## config.mk

```make
export PLATFORM = sky130hd
export DESIGN_NAME = lcd_text_writer_flat
export DESIGN_NICKNAME = d
export VERILOG_FILES = /design/src/rtl/lcd_text_writer_if.sv /design/src/rtl/lcd_text_writer.sv /design/src/flat_wrapper.sv
export SDC_FILE = /design/constraint.sdc
export NUM_CORES = 1
export LEC_CHECK = 0
export BUFFER_PORTS_ARGS = -buffer_cell sky130_fd_sc_hd__buf_4
export CORE_MARGIN = 2
export CORE_UTILIZATION = 44
export DETAILED_ROUTE_END_ITERATION = 6
export GPL_ROUTABILITY_DRIVEN = 1
export HOLD_SLACK_MARGIN = 0.15
export PLACE_DENSITY = 0.63
export SYNTH_ARGS = -nofsm -noshare
export SYNTH_HDL_FRONTEND = slang
export SYNTH_SLANG_ARGS = --single-unit
```

## constraint.sdc

```tcl
create_clock -name clk -period 6.5 [get_ports clk]
set_input_delay 0.975 -clock clk [delete_from_list [all_inputs] [get_ports clk]]
set_output_delay 0.975 -clock clk [all_outputs]
set_load 0.03 [all_outputs]
```

## src/rtl/lcd_text_writer_if.sv

```systemverilog
// lcd_text_writer_if -- bundles the text-source handshake and the HD44780 bus.
//   index      : slot requested from the text source (writer -> source)
//   char_in    : ASCII byte for that slot, 1-cycle registered latency (source -> writer)
//   lcd_e      : enable strobe
//   lcd_rs     : register select (0 command, 1 data)
//   lcd_rw     : read/write select, always write
//   lcd_data   : 8-bit LCD data bus
//   init_done  : init command sequence finished
//   frame_done : one-cycle pulse after slot 31 has been written
// Modport master is the writer side; modport slave is the source/LCD side.
interface lcd_text_writer_if;
    logic [4:0] index;
    logic [7:0] char_in;
    logic       lcd_e;
    logic       lcd_rs;
    logic       lcd_rw;
    logic [7:0] lcd_data;
    logic       init_done;
    logic       frame_done;

    modport master (
        output index, lcd_e, lcd_rs, lcd_rw, lcd_data, init_done, frame_done,
        input  char_in
    );

    modport slave (
        input  index, lcd_e, lcd_rs, lcd_rw, lcd_data, init_done, frame_done,
        output char_in
    );
endinterface

```

## src/rtl/lcd_text_writer.sv

```systemverilog
// lcd_text_writer -- drives an HD44780 in 8-bit write-only mode: power-up delay,
// init commands 0x38/0x0C/0x06/0x01, then refreshes a 2x16 text frame forever,
// fetching each character from an external source addressed by index.
// Ports:
//   clk  : system clock, rising edge
//   rst  : asynchronous active-low reset
//   bus  : lcd_text_writer_if.master (index/char_in source handshake + LCD bus)
// Optional feature: define LCD_NONPRINT_BLANK_EN to replace sampled characters
// outside 0x20..0x7E with a blank (0x20); undefined writes char_in unmodified.
// Every bus write is: 1 setup cycle, E_PULSE_CYC cycles with lcd_e high,
// 1 hold cycle, then CMD_WAIT_CYC (CLEAR_WAIT_CYC after command 0x01) idle cycles.
module lcd_text_writer #(
    parameter int POWERUP_CYC    = 20,
    parameter int E_PULSE_CYC    = 4,
    parameter int CMD_WAIT_CYC   = 8,
    parameter int CLEAR_WAIT_CYC = 32
) (
    input  logic                   clk,
    input  logic                   rst,
    lcd_text_writer_if.master      bus
);
    // One shared counter serves power-up, pulse, wait and fetch timing, so it
    // must hold the largest of the parameters.
    localparam int MAX_PE  = (POWERUP_CYC > E_PULSE_CYC) ? POWERUP_CYC : E_PULSE_CYC;
    localparam int MAX_WT  = (CMD_WAIT_CYC > CLEAR_WAIT_CYC) ? CMD_WAIT_CYC : CLEAR_WAIT_CYC;
    localparam int CNT_MAX = (MAX_PE > MAX_WT) ? MAX_PE : MAX_WT;
    localparam int CW      = $clog2(CNT_MAX + 1);

    localparam logic [CW-1:0] CNT_ONE   = CW'(1);
    localparam logic [CW-1:0] PWR_LAST  = CW'(POWERUP_CYC - 1);
    localparam logic [CW-1:0] E_LAST    = CW'(E_PULSE_CYC - 1);
    localparam logic [CW-1:0] CMD_LAST  = CW'(CMD_WAIT_CYC - 1);
    localparam logic [CW-1:0] CLR_LAST  = CW'(CLEAR_WAIT_CYC - 1);
    localparam logic [CW-1:0] FETCH_END = CW'(1);

    typedef enum logic [2:0] {
        PWRUP      = 3'd0,
        INIT       = 3'd1,
        LINE_ADDR  = 3'd2,
        FETCH      = 3'd3,
        WRITE_CHAR = 3'd4,
        NEXT       = 3'd5
    } state_t;

    // Sub-phase of a single bus write, used inside INIT, LINE_ADDR and WRITE_CHAR.
    typedef enum logic [1:0] {
        PH_SETUP = 2'd0,
        PH_PULSE = 2'd1,
        PH_HOLD  = 2'd2,
        PH_WAIT  = 2'd3
    } phase_t;

    state_t        state_q, state_d;
    phase_t        phase_q, phase_d;
    logic [CW-1:0] cnt_q, cnt_d;
    logic [1:0]    init_idx_q, init_idx_d;
    logic [4:0]    index_q, index_d;
    logic          lcd_e_q, lcd_e_d;
    logic          lcd_rs_q, lcd_rs_d;
    logic [7:0]    lcd_data_q, lcd_data_d;
    logic          init_done_q, init_done_d;
    logic          frame_done_q, frame_done_d;

    logic          writing_s;
    logic [CW-1:0] wait_last_s;
    logic          write_done_s;

    function automatic logic [7:0] init_cmd(input logic [1:0] idx);
        logic [7:0] cmd;
        case (idx)
            2'd0:    cmd = 8'h38;
            2'd1:    cmd = 8'h0C;
            2'd2:    cmd = 8'h06;
            2'd3:    cmd = 8'h01;
            default: cmd = 8'h01;
        endcase
        return cmd;
    endfunction

    function automatic logic [7:0] char_filter(input logic [7:0] c);
`ifdef LCD_NONPRINT_BLANK_EN
        logic [7:0] r;
        if ((c < 8'h20) || (c > 8'h7E)) begin
            r = 8'h20;
        end else begin
            r = c;
        end
        return r;
`else
        return c;
`endif
    endfunction

    // Write-phase status: the clear command (rs=0, 0x01) needs the long wait.
    always_comb begin
        writing_s    = (state_q == INIT) || (state_q == LINE_ADDR) || (state_q == WRITE_CHAR);
        wait_last_s  = (!lcd_rs_q && (lcd_data_q == 8'h01)) ? CLR_LAST : CMD_LAST;
        write_done_s = (phase_q == PH_WAIT) && (cnt_q == wait_last_s);
    end

    // Next-state logic: the write sequencer first, then the state machine, which
    // overrides the sequencer when it launches a new write. Data and rs are only
    // ever loaded together with the move into PH_SETUP.
    always_comb begin
        state_d      = state_q;
        phase_d      = phase_q;
        cnt_d        = cnt_q;
        init_idx_d   = init_idx_q;
        index_d      = index_q;
        lcd_e_d      = lcd_e_q;
        lcd_rs_d     = lcd_rs_q;
        lcd_data_d   = lcd_data_q;
        init_done_d  = init_done_q;
        frame_done_d = 1'b0;

        if (writing_s) begin
            case (phase_q)
                PH_SETUP: begin
                    phase_d = PH_PULSE;
                    lcd_e_d = 1'b1;
                    cnt_d   = '0;
                end
                PH_PULSE: begin
                    if (cnt_q == E_LAST) begin
                        phase_d = PH_HOLD;
                        lcd_e_d = 1'b0;
                        cnt_d   = '0;
                    end else begin
                        cnt_d = cnt_q + CNT_ONE;
                    end
                end
                PH_HOLD: begin
                    phase_d = PH_WAIT;
                    cnt_d   = '0;
                end
                PH_WAIT: begin
                    if (cnt_q != wait_last_s) begin
                        cnt_d = cnt_q + CNT_ONE;
                    end else begin
                        cnt_d = cnt_q;
                    end
                end
                default: begin
                    phase_d = PH_SETUP;
                    lcd_e_d = 1'b0;
                end
            endcase
        end else begin
            lcd_e_d = 1'b0;
        end

        case (state_q)
            PWRUP: begin
                if (cnt_q == PWR_LAST) begin
                    state_d    = INIT;
                    init_idx_d = 2'd0;
                    phase_d    = PH_SETUP;
                    cnt_d      = '0;
                    lcd_rs_d   = 1'b0;
                    lcd_data_d = init_cmd(2'd0);
                end else begin
                    cnt_d = cnt_q + CNT_ONE;
                end
            end
            INIT: begin
                if (write_done_s) begin
                    phase_d  = PH_SETUP;
                    cnt_d    = '0;
                    lcd_rs_d = 1'b0;
                    if (init_idx_q == 2'd3) begin
                        init_done_d = 1'b1;
                        state_d     = LINE_ADDR;
                        lcd_data_d  = 8'h80;
                    end else begin
                        init_idx_d = init_idx_q + 2'd1;
                        lcd_data_d = init_cmd(init_idx_q + 2'd1);
                    end
                end else begin
                    state_d = state_q;
                end
            end
            LINE_ADDR: begin
                if (write_done_s) begin
                    state_d = FETCH;
                    cnt_d   = '0;
                end else begin
                    state_d = state_q;
                end
            end
            FETCH: begin
                // index has been stable two cycles; the source's registered
                // output now reflects it, so capture it into the bus here.
                if (cnt_q == FETCH_END) begin
                    state_d    = WRITE_CHAR;
                    phase_d    = PH_SETUP;
                    cnt_d      = '0;
                    lcd_rs_d   = 1'b1;
                    lcd_data_d = char_filter(bus.char_in);
                end else begin
                    cnt_d = cnt_q + CNT_ONE;
                end
            end
            WRITE_CHAR: begin
                if (write_done_s) begin
                    state_d = NEXT;
                    cnt_d   = '0;
                end else begin
                    state_d = state_q;
                end
            end
            NEXT: begin
                cnt_d = '0;
                if (index_q == 5'd31) begin
                    index_d      = 5'd0;
                    frame_done_d = 1'b1;
                    state_d      = LINE_ADDR;
                    phase_d      = PH_SETUP;
                    lcd_rs_d     = 1'b0;
                    lcd_data_d   = 8'h80;
                end else if (index_q == 5'd15) begin
                    index_d    = 5'd16;
                    state_d    = LINE_ADDR;
                    phase_d    = PH_SETUP;
                    lcd_rs_d   = 1'b0;
                    lcd_data_d = 8'hC0;
                end else begin
                    index_d = index_q + 5'd1;
                    state_d = FETCH;
                end
            end
            default: begin
                state_d = PWRUP;
                phase_d = PH_SETUP;
                cnt_d   = '0;
                lcd_e_d = 1'b0;
            end
        endcase
    end

    // State and output registers; reset drops lcd_e immediately.
    always_ff @(posedge clk or negedge rst) begin
        if (!rst) begin
            state_q      <= PWRUP;
            phase_q      <= PH_SETUP;
            cnt_q        <= '0;
            init_idx_q   <= 2'd0;
            index_q      <= 5'd0;
            lcd_e_q      <= 1'b0;
            lcd_rs_q     <= 1'b0;
            lcd_data_q   <= 8'h00;
            init_done_q  <= 1'b0;
            frame_done_q <= 1'b0;
        end else begin
            state_q      <= state_d;
            phase_q      <= phase_d;
            cnt_q        <= cnt_d;
            init_idx_q   <= init_idx_d;
            index_q      <= index_d;
            lcd_e_q      <= lcd_e_d;
            lcd_rs_q     <= lcd_rs_d;
            lcd_data_q   <= lcd_data_d;
            init_done_q  <= init_done_d;
            frame_done_q <= frame_done_d;
        end
    end

    assign bus.index      = index_q;
    assign bus.lcd_e      = lcd_e_q;
    assign bus.lcd_rs     = lcd_rs_q;
    assign bus.lcd_rw     = 1'b0;
    assign bus.lcd_data   = lcd_data_q;
    assign bus.init_done  = init_done_q;
    assign bus.frame_done = frame_done_q;
endmodule

```

## src/flat_wrapper.sv

```systemverilog
// flat-port wrapper written by rule: the top's interface ports become plain ports
module lcd_text_writer_flat 
#(
    parameter int POWERUP_CYC    = 20,
    parameter int E_PULSE_CYC    = 4,
    parameter int CMD_WAIT_CYC   = 8,
    parameter int CLEAR_WAIT_CYC = 32
)
  (clk, rst, bus_index, bus_lcd_e, bus_lcd_rs, bus_lcd_rw, bus_lcd_data, bus_init_done, bus_frame_done, bus_char_in);
  lcd_text_writer_if bus_i ();
  input  logic clk;
  input  logic rst;
  output wire logic [$bits(bus_i.index)-1:0] bus_index;
  output wire logic [$bits(bus_i.lcd_e)-1:0] bus_lcd_e;
  output wire logic [$bits(bus_i.lcd_rs)-1:0] bus_lcd_rs;
  output wire logic [$bits(bus_i.lcd_rw)-1:0] bus_lcd_rw;
  output wire logic [$bits(bus_i.lcd_data)-1:0] bus_lcd_data;
  output wire logic [$bits(bus_i.init_done)-1:0] bus_init_done;
  output wire logic [$bits(bus_i.frame_done)-1:0] bus_frame_done;
  input wire logic [$bits(bus_i.char_in)-1:0] bus_char_in;
  assign bus_index = bus_i.index;
  assign bus_lcd_e = bus_i.lcd_e;
  assign bus_lcd_rs = bus_i.lcd_rs;
  assign bus_lcd_rw = bus_i.lcd_rw;
  assign bus_lcd_data = bus_i.lcd_data;
  assign bus_init_done = bus_i.init_done;
  assign bus_frame_done = bus_i.frame_done;
  assign bus_i.char_in = bus_char_in;
  lcd_text_writer #(.POWERUP_CYC(POWERUP_CYC), .E_PULSE_CYC(E_PULSE_CYC), .CMD_WAIT_CYC(CMD_WAIT_CYC), .CLEAR_WAIT_CYC(CLEAR_WAIT_CYC)) u_core (.clk(clk), .rst(rst), .bus(bus_i));
endmodule
```

==> summary.md <==
| Metric | Value |
|---|---|
| Yosys warning count | `0` |
| Worst setup SP type | `flop` |
| Share of the synthesized area in the top cell type | `41.9%` |
| Max VDD drop | `0.000124 V` |
| Max Cap Violations | `0` |
| CTS Hold Buffers Added | `0` |
| Crit-path cells | `ha_1 > and3_1 > ha_1 > or3_1 > o211a_1 > mux2_4` |
| Drt total wl | `3860 um` |
| Largest net degree at the start of global routing | `31` |
| Dpl ws | `4190 ps` |
| Unrepaired setup endpoints after global routing | `false` |
| Synth cell count leaders | `dfrtp_1, nor2_1, o21ai_0` |
| IO Pins | `28` |
| Slew margin rel. | `60.1%` |
| First-pass GRT wire length | `6510 um` |
| CP Data Arrival Time | `2510 ps` |
| EDFF count, synth | `0` |
| Slowest-stage cell, CP | `or3_1` |
| Layout cell share with drive strength beyond 1 | `19.7%` |
| Maximum clock frequency | `426 MHz` |
| Critical path class | `reg2reg` |
| Number of routed nets with antenna violations | `0` |
| Cell Rows | `23` |
| Via density per instance | `5.46` |
| Core region area | `0.00397 mm^2` |
| Yosys reg bits | `30` |
| Worst-path clk slew | `60 ps` |
| Mapped Area | `0.00179 mm^2` |
| Post-CTS sizing | `0` |
| Clk_skew | `5.61 ps` |
| Dpl cell area | `~0.0020 mm^2` |
| Clock Sink Count | `30` |
| Critical path endpoint category | `flop` |
| Initial core utilization | `45.1%` |
| Clk_lat worst skew | `around 280 ps` |
| Mapped Avg Cell Area | `9.28 um^2` |
| CP max FO | `9` |
| Synth unique cells | `49` |
| Ant diodes | `0` |
| Final setup margin | `4150 ps` |
| Die ar. | `0.00460 mm^2` |
| Status | `complete, no violations` |
| Drt first pass iters | `4` |
| Worst hold path class | `reg2reg` |
| Gr usage total | `19.3%` |
| Count leader, synth | `dfrtp_1` |
| Most numerous cell on the critical path | `ha_1` |
| Final Core Density | `52.5%` |
| Synth Flop Type | `dfrtp_1` |
| Hold slack | `480 ps` |
| Initial antenna violation count | `0` |
| # setup viols final | `0` |
| Gpl congestion | `0.804` |
| Slew Viols, Final | `0` |
| Seq/Total Area, Yosys | `41.9%` |
| Layout Nets | `237` |
| Syn_nets | `213` |
| Clk buf depth | `2` |
| Vias in the first global route | `1417` |
| Die width | `approximately 68 um` |
| Area contributors post-synth | `dfrtp_1, ha_1, nor2_1` |
| CTS Root Buffer Type | `clkbuf_8` |
| Drt wl/cell | `14.4 um` |
| PortBufs | `26` |
| Endpoints failing hold | `0` |
| Vias | `1462` |
| Final critical-path share of the clock period | `between 30% and 40%` |
| CP Data Required Time | `6670 ps` |
| H-tree levels | `2` |
| Top cell type by total area after synthesis | `dfrtp_1` |
| Fillers | `368` |
| Post-route DRC violation count | `0` |
| Total CTS buffers | `5` |
| Setup Buffers After CTS | `0` |
| Clock period minus worst slack | `2350 ps` |
| Leakage | `0.993 nW` |
| Gate count of the mapped netlist | `between 150 and 200` |
| Starting DRT DRC Count | `46` |
| CTS tree | `done` |
| GR Overflow Total | `0` |
| TNS Setup | `0 ps` |
| Area Growth Syn to Fin | `16.3%` |
| HPWL Detailed | `2870 um` |
| Worst-margin pin slew | `598 ps` |
| Die height | `~68 um` |
| Asr flop ratio synth | `100%` |
| Critical Path Max Stage Delay | `490 ps` |
| Post-route cell area | `~0.0021 mm^2` |
| Power Density | `roughly 170 mW/mm^2` |
-- worst max-delay path, delay by kind of cell, from the launching register on --
| family | cells | cell delay, ps |
|---|---|---|
| AND/OR/NAND/NOR | 2 | 690 |
| multiplexers | 1 | 350 |
| flip-flops | 1 | 420 |
| adder cells (fa/ha/maj) | 2 | 440 |
| AO/OA/AOI/OAI | 1 | 320 |
-- layout make-up --
type,count,area [um^2],share of cell area (%)
inverters,12,45.0,2.16
well taps,50,62.6,3.00
repair buffers,26,195,9.36
multi-input cells,142,940,45.1
flip-flops and latches,30,751,36.0
clock buffers,7,86.3,4.14
clock inverters,1,5.00,0.240
-- state kept, by name (all words and copies together), names as in the netlist --
register / cells
u_core.bus.frame_done: 1
u_core.bus.lcd_data: 8
u_core.state_q: 3
u_core.bus.init_done: 1
u_core.bus.lcd_e: 1
u_core.init_idx_q: 2
u_core.bus.index: 5
u_core.cnt_q: 6
u_core.bus.lcd_rs: 1
u_core.phase_q: 2
-- power breakdown --
| part | switching, mW | internal [mW] |
|---|---|---|
| Combinational | 0.00491 | 0.00341 |
| Sequential | 0 | 0.187 |
| Clock | 0.0703 | 0.0853 |
| Total | 0.0752 | 0.275 |
-- per-layer routing --
| layer | vias to the layer above | track usage (%) | share of wire [%] |
|---|---|---|---|
| met5 | - | 0 | 0 |
| met4 | 0 | 6.50 | 0.54 |
| met3 | 2 | 5.43 | 4.8 |
| met2 | 32 | 32.0 | 49 |
| met1 | 708 | 24.3 | 45 |
| li1 | 720 | - | - |
-- worst paths after layout --
kind,startpoint,to,slack (ps),depth (start not counted)
max,u_core.bus.index[0],u_core.bus.lcd_data[2],4150,6
min,u_core.bus.init_done,u_core.bus.init_done,480,1
max reg2reg,u_core.bus.index[0],u_core.bus.lcd_data[2],4150,6
min reg2reg,u_core.bus.init_done,u_core.bus.init_done,480,1
max in group asynchronous,rst,u_core.state_q[1],5610,1
min in group asynchronous,rst,u_core.bus.index[2],610,1
-- placed cells by master (no fill, tap or decap), types with 2 or more instances in the layout --
master / n
nor2_1: 28
nand2_1: 15
o221ai_1: 2
mux2i_1: 3
and2_1: 2
o211a_1: 2
nand2b_1: 3
o32a_1: 4
and3_1: 2
mux2_4: 3
a31oi_1: 3
nand3_1: 8
a21oi_1: 4
ha_1: 10
xor2_1: 3
o21ai_0: 16
or2_2: 2
buf_4: 26
xnor2_1: 4
inv_1: 12
o21a_1: 3
dfrtp_1: 30
clkbuf_8: 6
or3_1: 3
-- logic make-up (layout without fill, tap and decap cells) --
group | Yosys count | count (layout) | synth area share [%]
AOI/OAI and AO/OA | 44 | 44 | 16.6
adders and majority gates | 10 | 10 | 6.98
and+or+nand+nor | 73 | 73 | 20.4
muxes | 7 | 7 | 4.82
xor gates and xnor gates | 7 | 7 | 3.42
other | 1 | 1 | 0.209
buffers and inverters | 21 | 46 | 5.66
DFF | 30 | 30 | 41.9
-- stage by stage --
step                total power, mW  instances
floorplan                     0.191        193
global placement              0.199        260
detailed placement            0.199        260
CTS                           0.354        268
global route                  0.363        268
finish                        0.351        268
Power figures use the tool's default switching activity.
